`src/rtl/mat_mult_2x2_seq.sv`:
```
// 2x2 matrix multiplier: collects A and B row-major, computes C = A x B on one MAC, streams C out.
// Define MAT_SIGNED_EN for two's-complement operands; default build is unsigned.
module mat_mult_2x2_seq #(
   parameter int DATA_W = 8,
   parameter int ACC_W  = 2*DATA_W+1
) (
   input  logic              i_clk,
   input  logic              i_clk_e,
   input  logic              i_rst_n,
   input  logic              s_axis_a_valid,
   output logic              s_axis_a_ready,
   input  logic [DATA_W-1:0] s_axis_a_data,
   input  logic              s_axis_b_valid,
   output logic              s_axis_b_ready,
   input  logic [DATA_W-1:0] s_axis_b_data,
   output logic              m_axis_c_valid,
   input  logic              m_axis_c_ready,
   output logic [ACC_W-1:0]  m_axis_c_data,
   output logic              m_axis_c_last,
   output logic              o_busy
);

   typedef enum logic [1:0] {ST_LOAD, ST_COMPUTE, ST_OUTPUT} state_t;

   state_t              state_q;
   logic [2:0]          a_cnt_q, b_cnt_q, step_q;
   logic [1:0]          out_idx_q;
   logic [DATA_W-1:0]   a_q [4];
   logic [DATA_W-1:0]   b_q [4];
   logic [ACC_W-1:0]    c_q [4];
   logic [ACC_W-1:0]    acc_q;

   logic [2:0]          a_cnt_d, b_cnt_d;
   logic [ACC_W-1:0]    acc_d, prod;
   logic [2*DATA_W-1:0] mul;
   logic [DATA_W-1:0]   a_op, b_op;
   logic                a_fire, b_fire, c_fire;

   assign s_axis_a_ready = (state_q == ST_LOAD) && (a_cnt_q < 3'd4);
   assign s_axis_b_ready = (state_q == ST_LOAD) && (b_cnt_q < 3'd4);
   assign m_axis_c_valid = (state_q == ST_OUTPUT);
   assign m_axis_c_data  = (state_q == ST_OUTPUT) ? c_q[out_idx_q] : '0;
   assign m_axis_c_last  = (state_q == ST_OUTPUT) && (out_idx_q == 2'd3);
   assign o_busy         = (state_q != ST_LOAD);

   // step = {i, j, k}: A indexed by {i,k}, B by {k,j}, C by {i,j}
   always_comb begin
      a_fire  = s_axis_a_valid && s_axis_a_ready && i_clk_e;
      b_fire  = s_axis_b_valid && s_axis_b_ready && i_clk_e;
      c_fire  = m_axis_c_valid && m_axis_c_ready && i_clk_e;
      a_cnt_d = a_cnt_q + {2'b00, a_fire};
      b_cnt_d = b_cnt_q + {2'b00, b_fire};
      a_op    = a_q[{step_q[2], step_q[0]}];
      b_op    = b_q[{step_q[0], step_q[1]}];
`ifdef MAT_SIGNED_EN
      mul  = $signed({{DATA_W{a_op[DATA_W-1]}}, a_op}) * $signed({{DATA_W{b_op[DATA_W-1]}}, b_op});
      prod = {{(ACC_W-2*DATA_W){mul[2*DATA_W-1]}}, mul};
`else
      mul  = {{DATA_W{1'b0}}, a_op} * {{DATA_W{1'b0}}, b_op};
      prod = {{(ACC_W-2*DATA_W){1'b0}}, mul};
`endif
      acc_d = (step_q[0] ? acc_q : '0) + prod;
   end

   always_ff @(posedge i_clk or negedge i_rst_n) begin
      if (!i_rst_n) begin
         state_q   <= ST_LOAD;
         a_cnt_q   <= '0;
         b_cnt_q   <= '0;
         step_q    <= '0;
         out_idx_q <= '0;
         acc_q     <= '0;
         for (int unsigned i = 0; i < 4; i++) begin
            a_q[i] <= '0;
            b_q[i] <= '0;
            c_q[i] <= '0;
         end
      end else if (i_clk_e) begin
         case (state_q)
            ST_LOAD: begin
               if (a_fire) a_q[a_cnt_q[1:0]] <= s_axis_a_data;
               if (b_fire) b_q[b_cnt_q[1:0]] <= s_axis_b_data;
               a_cnt_q <= a_cnt_d;
               b_cnt_q <= b_cnt_d;
               if (a_cnt_d == 3'd4 && b_cnt_d == 3'd4) begin
                  state_q <= ST_COMPUTE;
                  step_q  <= '0;
               end
            end
            ST_COMPUTE: begin
               acc_q  <= acc_d;
               step_q <= step_q + 3'd1;
               if (step_q[0]) c_q[{step_q[2], step_q[1]}] <= acc_d;
               if (step_q == 3'd7) state_q <= ST_OUTPUT;
            end
            ST_OUTPUT: begin
               if (c_fire) begin
                  out_idx_q <= out_idx_q + 2'd1;
                  if (out_idx_q == 2'd3) begin
                     state_q   <= ST_LOAD;
                     a_cnt_q   <= '0;
                     b_cnt_q   <= '0;
                     out_idx_q <= '0;
                  end
               end
            end
            default: state_q <= ST_LOAD;
         endcase
      end
   end

endmodule

```
`config.mk`:
```
export PLATFORM = sky130hd
export DESIGN_NAME = mat_mult_2x2_seq
export DESIGN_NICKNAME = d
export VERILOG_FILES = /design/src/rtl/mat_mult_2x2_seq.sv
export SDC_FILE = /design/constraint.sdc
export NUM_CORES = 1
export LEC_CHECK = 0
export BUFFER_PORTS_ARGS = -buffer_cell sky130_fd_sc_hd__buf_2
export CORE_MARGIN = 2
export CORE_UTILIZATION = 45
export CTS_BUF_LIST = sky130_fd_sc_hd__clkbuf_8
export DETAILED_ROUTE_END_ITERATION = 10
export PLACE_DENSITY = 0.6
export SLEW_MARGIN = 5
export SYNTH_ARGS = -nofsm -noshare
export SYNTH_HDL_FRONTEND = slang
export SYNTH_SLANG_ARGS = --single-unit
```
`constraint.sdc`:
```
create_clock -name i_clk -period 9.7 [get_ports i_clk]
set_input_delay 0.485 -clock i_clk [delete_from_list [all_inputs] [get_ports i_clk]]
set_output_delay 0.485 -clock i_clk [all_outputs]
set_load 0.01 [all_outputs]
```
* Word level (Yosys, flattened, before mapping) *
Index checks and enable logic that the tools add are counted.

word-level totals
  bits in registers = 162
  input port bits = 22
  output and inout port bits = 22

cells by class
  add/sub/neg operators = 5
  bitwise operators = 6
  $mul = 1
  equal/unequal tests = 10
  mux-type cells = 32
  magnitude comparators = 11
  reductions and logical operators = 25

operator list
  operator                                                                       count
  17-bit 2-to-1 mux                                                              5
  68-bit bitwise mux                                                             1
  32-bit bitwise mux                                                             2
  8-bit 2-to-1 mux                                                               6
  17-bit binary-select mux with 2-bit select                                     1
  17-bit demux with 2-bit select                                                 1
  8-bit binary-select mux with 2-bit select                                      2
  8-bit demux with 2-bit select                                                  2
  3-bit >= comparator (second input constant)                                    6
  2-bit inverter with 3-bit output                                               6
  3-bit one-hot mux with 2 select lines                                          3
  17-bit by 16-bit adder with 17-bit output                                      1
  8-bit by 8-bit multiplier with 16-bit output                                   1
  3-bit AND reduction                                                            5
  1-bit logical AND                                                              13
  2-bit 2-to-1 mux                                                               5
  3-bit equality test (second input constant)                                    3
  3-bit by 1-bit less-than comparator with 1-bit output (second input constant)  3
  3-bit 2-to-1 mux                                                               3
  3-bit by 1-bit adder with 3-bit output                                         2
  3-bit less-than comparator (second input constant)                             2
  2-bit by 1-bit inequality test with 1-bit output (second input constant)       3
  2-bit one-hot mux with 3 select lines                                          1
  2-bit nonzero test                                                             3
  9 further kinds                                                                10

* Longest topological paths before layout *
  word-level depth = 9
  depth in mapped cells = 20

* Worst setup path after synthesis *
OpenSTA, ideal clock, no wires.

  path kind = reg-to-reg
  start point = reg step_q[1]
  end point = reg acc_q[13]
  data arrival time = 5.403 ns
  setup slack = 4.172 ns
  cell stages (with the launch flop) = 19
  required time = 9.575 ns
  path buffers = 3
  clock period less this slack = 5.528 ns
  cell sequence = dfrtp_1 -> clkbuf_1 -> buf_2 -> mux4_2 -> and2_1 -> fa_1 -> fa_1 -> fa_1 -> inv_1 -> fa_1 -> inv_1 -> ha_1 -> clkbuf_1 -> o211ai_1 -> a21oi_1 -> or3b_2 -> a21oi_1 -> xnor2_1 -> mux2_2

on the way
  word-level cells in the longest chain between the ends = 6

RTL lines
  item                                                    line  RTL
  start: declaration                                      26    logic [2:0] a_cnt_q, b_cnt_q, step_q;
  start signal: assignment                                92    step_q <= step_q + 3'd1;
  2-bit inverter with 3-bit output (implied by the code)  54    b_op = b_q[{step_q[0], step_q[1]}];
  8-bit binary-select mux with 2-bit select               54
  8-bit 2-to-1 mux (implied by the code) (2 in a row)     54
  8-bit by 8-bit multiplier with 16-bit output            59    mul = {{DATA_W{1'b0}}, a_op} * {{DATA_W{1'b0}}, b_op};
  17-bit by 16-bit adder with 17-bit output               62    acc_d = (step_q[0] ? acc_q : '0) + prod;
  end signal: assignment                                  72    acc_q <= '0;
  end signal: assignment                                  91    acc_q <= acc_d;
  end: declaration                                        31    logic [ACC_W-1:0] acc_q;

Every way passes these cells. The select of a mux whose other input is x is not followed.
A chain may end at the register's enable or synchronous reset.

* Worst setup path in the final report *
  start point = reg step_q[0]
  end point = reg c_q[45] in the netlist's numbering

on the way
  word-level cells in the longest chain between the ends = 7

RTL lines
  item                                                          line    RTL
  2-bit inverter with 3-bit output (on tied branches)           53, 54
  8-bit binary-select mux with 2-bit select (on tied branches)  53, 54
  8-bit 2-to-1 mux (on tied branches) (2 in a row)              53, 54
  8-bit by 8-bit multiplier with 16-bit output                  59
  17-bit by 16-bit adder with 17-bit output                     62
  68-bit bitwise mux                                            93      if (step_q[0]) c_q[{step_q[2], step_q[1]}] <= acc_d;
  end signal: indexed assignment                                76      c_q[i] <= '0;
  end signal: indexed assignment                                93
  end: declaration                                              30      logic [ACC_W-1:0] c_q [4];

Several ways; a longest one is shown, not always the timed one. The select of a mux whose other input is x is not followed.

==> flow_summary.json <==
{
  "hp-class": "primary input to asynchronous set/reset pin",
  "grt_setup_unrepaired": "false",
  "cpMostUsedCell": "fa_1",
  "hpwl_mm": 14.9,
  "synth.top_cell.area_share_pct": 41.5,
  "fin_util_pct": 50.3,
  "yosysTopAreaCell": "dfrtp_1",
  "die_width_um": 151,
  "grt_max_degree": 91,
  "ctsLongestPathBuffers": 2,
  "syn_area_per_cell_um2": 11.3,
  "place.gp.congestion": 0.858,
  "start_kind": "flip-flop",
  "yosysUniqueCellTypes": 50,
  "dr.pass1.iters": 5,
  "synth_common_cells": "162 x dfrtp_1, 133 x nand2_1, 92 x mux2_2, 91 x inv_1, 64 x o21ai_0",
  "syn-instance-count": 862,
  "antenna_found_initial": 0,
  "relSlewSlack_pct": 27.8,
  "cts_tree": "yes",
  "drv_slew": 0,
  "clk_latency_ns": 0.48,
  "dieArea_mm2": 0.0229,
  "wl_met1_mm": 9.59,
  "ys_seq_area_share_pct": 41.5,
  "vias": 6191,
  "synthesis.area_mm2": 0.00976,
  "via_per_inst": 5.23,
  "io_pins": 44,
  "async_reset_ff_share_pct": 100,
  "core_area_mm2": 0.0212,
  "cap_viol_max_count": 0,
  "drive_gt1_share_pct": 23.3,
  "synthAdderAreaFrac_pct": 16.0,
  "yosysMostFrequentCell": "dfrtp_1",
  "initial_utilization_pct": 46.2,
  "ant_nets": 0,
  "cpPeakStageDelay_ns": 0.66,
  "wl_met2_mm": 9.95,
  "rows": 53,
  "slowest_stage": "mux4_2",
  "wirelength_mm": 20.4,
  "end_kind": "flip-flop",
  "overflow": 0,
  "cts_root_buf": "clkbuf_8",
  "dieHeight_um": 151,
  "powerDensity_mw_per_mm2": 243,
  "grtUsageTotal_pct": 19.5,
  "ys.flop_type": "dfrtp_1",
  "synth_compound_area_share_pct": 5.95,
  "nets": 1013,
  "hold_viol_final": 0,
  "top_layer": "met4",
  "crit_fanout": 31,
  "yosys_warnings": 0,
  "cts_buffers": 17,
  "htreeDepth": 4,
  "diodes": 0,
  "grt_pass1_vias": 6571,
  "fin_setup_tns_ns": 0,
  "synth_top_family_by_area": "multiplexers",
  "p_leak_uw": 0.00527,
  "post_cts_resized": 0,
  "synth_edf_count": 0,
  "path_cells": "buf_4, mux4_2, and2_1, fa_1, fa_1, fa_1, inv_1, fa_1, inv_1, ha_1, o211ai_1, a21oi_1, or3b_2, a211oi_1, o21ai_0",
  "syn_nets": 979,
  "r2r.worst_path.cells": 15,
  "crit_type": "flip-flop to flip-flop",
  "port_buffers": 43,
  "fmax_ghz": 0.168,
  "drc": 0,
  "cts_sinks": 162,
  "arrival_ns": 6.28,
  "synth_xor_area_share_pct": 1.17,
  "outcome": "finished, final reports clean",
  "grt_pass1_wl_mm": 34.1,
  "initialDrtViolationCount": 343,
  "skew_ns": 0.0301,
  "cts_setup_buffers": 0,
  "fin_crit_sh_pct": 61.5,
  "worstMarginPinSlew_ns": 1.08,
  "wl_per_cell_um": 17.3,
  "min_period_ns": 5.97,
  "ctsHoldBuffers": 0,
  "finalSetupViolCount": 0,
  "required_ns": 10.01,
  "dr_wl_met3_um": 502,
  "synth-seq-cells": 162,
  "cts.clk_slew.worst_paths_ns": 0.10,
  "synthTopCellsByArea": "dfrtp_1 42%, mux2_2 11%, fa_1 10%",
  "synthMuxAreaShare_pct": 18.2,
  "ir_drop_v": 0.000128,
  "area_delta_synth_final_pct": 8.97,
  "yosys.area_share.simple_pct": 12.3
}
## power by group
| part | switching (uW) | internal [uW] | total, uW |
|---|---|---|---|
| sequential | 134 | 850 | 984 |
| clock | 298 | 201 | 499 |
| combinational | 636 | 463 | 1100 |
| total | 1070 | 1510 | 2580 |
## final timing paths
path	slack, ns	endpoint	startpoint
setup / recovery	3.73	c_q[45]	step_q[0]
hold / removal	0.09	c_q[59]	i_rst_n
setup reg to reg	3.73	c_q[45]	step_q[0]
hold reg to reg	0.48	c_q[7]	c_q[7]
max in group asynchronous	8.19	c_q[47]	i_rst_n
min in group i_clk	0.26	state_q[0]	i_clk_e
## state kept, by name, summed over array words and instances, names as in the netlist
| signal | count |
|---|---|
| b_cnt_q | 3 |
| c_q | 68 |
| a_cnt_q | 3 |
| out_idx_q | 2 |
| acc_q | 17 |
| step_q | 3 |
| state_q | 2 |
| a_q | 32 |
| b_q | 32 |
## worst max-delay path, delay by kind of cell (launching register included)
family / cells / cell delay [ns]
mux: 1 / 0.66
buf+inv: 3 / 0.55
compound gates: 4 / 0.88
fa+ha+maj: 5 / 2.48
simple gates: 2 / 0.70
flops: 1 / 0.52
## layout by cell type (no fill, tap or decap), types with 4 or more instances in the layout
cell	count
mux4_2	33
dfrtp_1	162
nand2_1	133
xor2_1	4
clkinv_8	4
nand3b_1	4
nor2_1	15
xnor2_1	9
ha_1	45
mux2_2	92
o21ai_0	64
inv_1	91
fa_1	50
and2_1	60
buf_4	5
inv_6	4
clkbuf_8	18
nand3_1	5
a22o_1	6
a21oi_1	13
buf_2	42
## metrics by stage
step           std cells  setup slack [ns]  hold WS [ns]  total power, uW  cell area, um2
6_report            1184              3.73        0.0917             2580           10600
5_1_grt             1184              3.35         0.148             2800           10600
4_1_cts             1184              3.67         0.113             2620           10600
3_5_place_dp        1152              3.66         0.459             2120           10200
3_3_place_gp        1152              3.75         0.454             2100           10200
2_1_floorplan        862              4.17         0.189             1810            9760
## logic make-up after synthesis
family | after synthesis
xor+xnor | 13
compound gates | 101
fa+ha+maj | 95
simple gates | 242
mux | 125
buf+inv | 124
flops | 162
## cell type report
cell class,count,area (um2)
Fill cell,1873,10500
Multi-Input combinational cell,576,5240
Sequential cell,162,4050
Tap cell,275,344
Inverter,91,342
Timing Repair Buffer,48,259
Clock buffer,18,248
Clock inverter,14,158
## routing by layer
| layer | track usage (%) | up-vias |
|---|---|---|
| li1 | - | 2974 |
| met1 | 26.7 | 3113 |
| met2 | 31.9 | 78 |
| met3 | 3.28 | 26 |
| met4 | 5.89 | 0 |
| met5 | 0 | - |
Power figures use the tool's default switching activity.
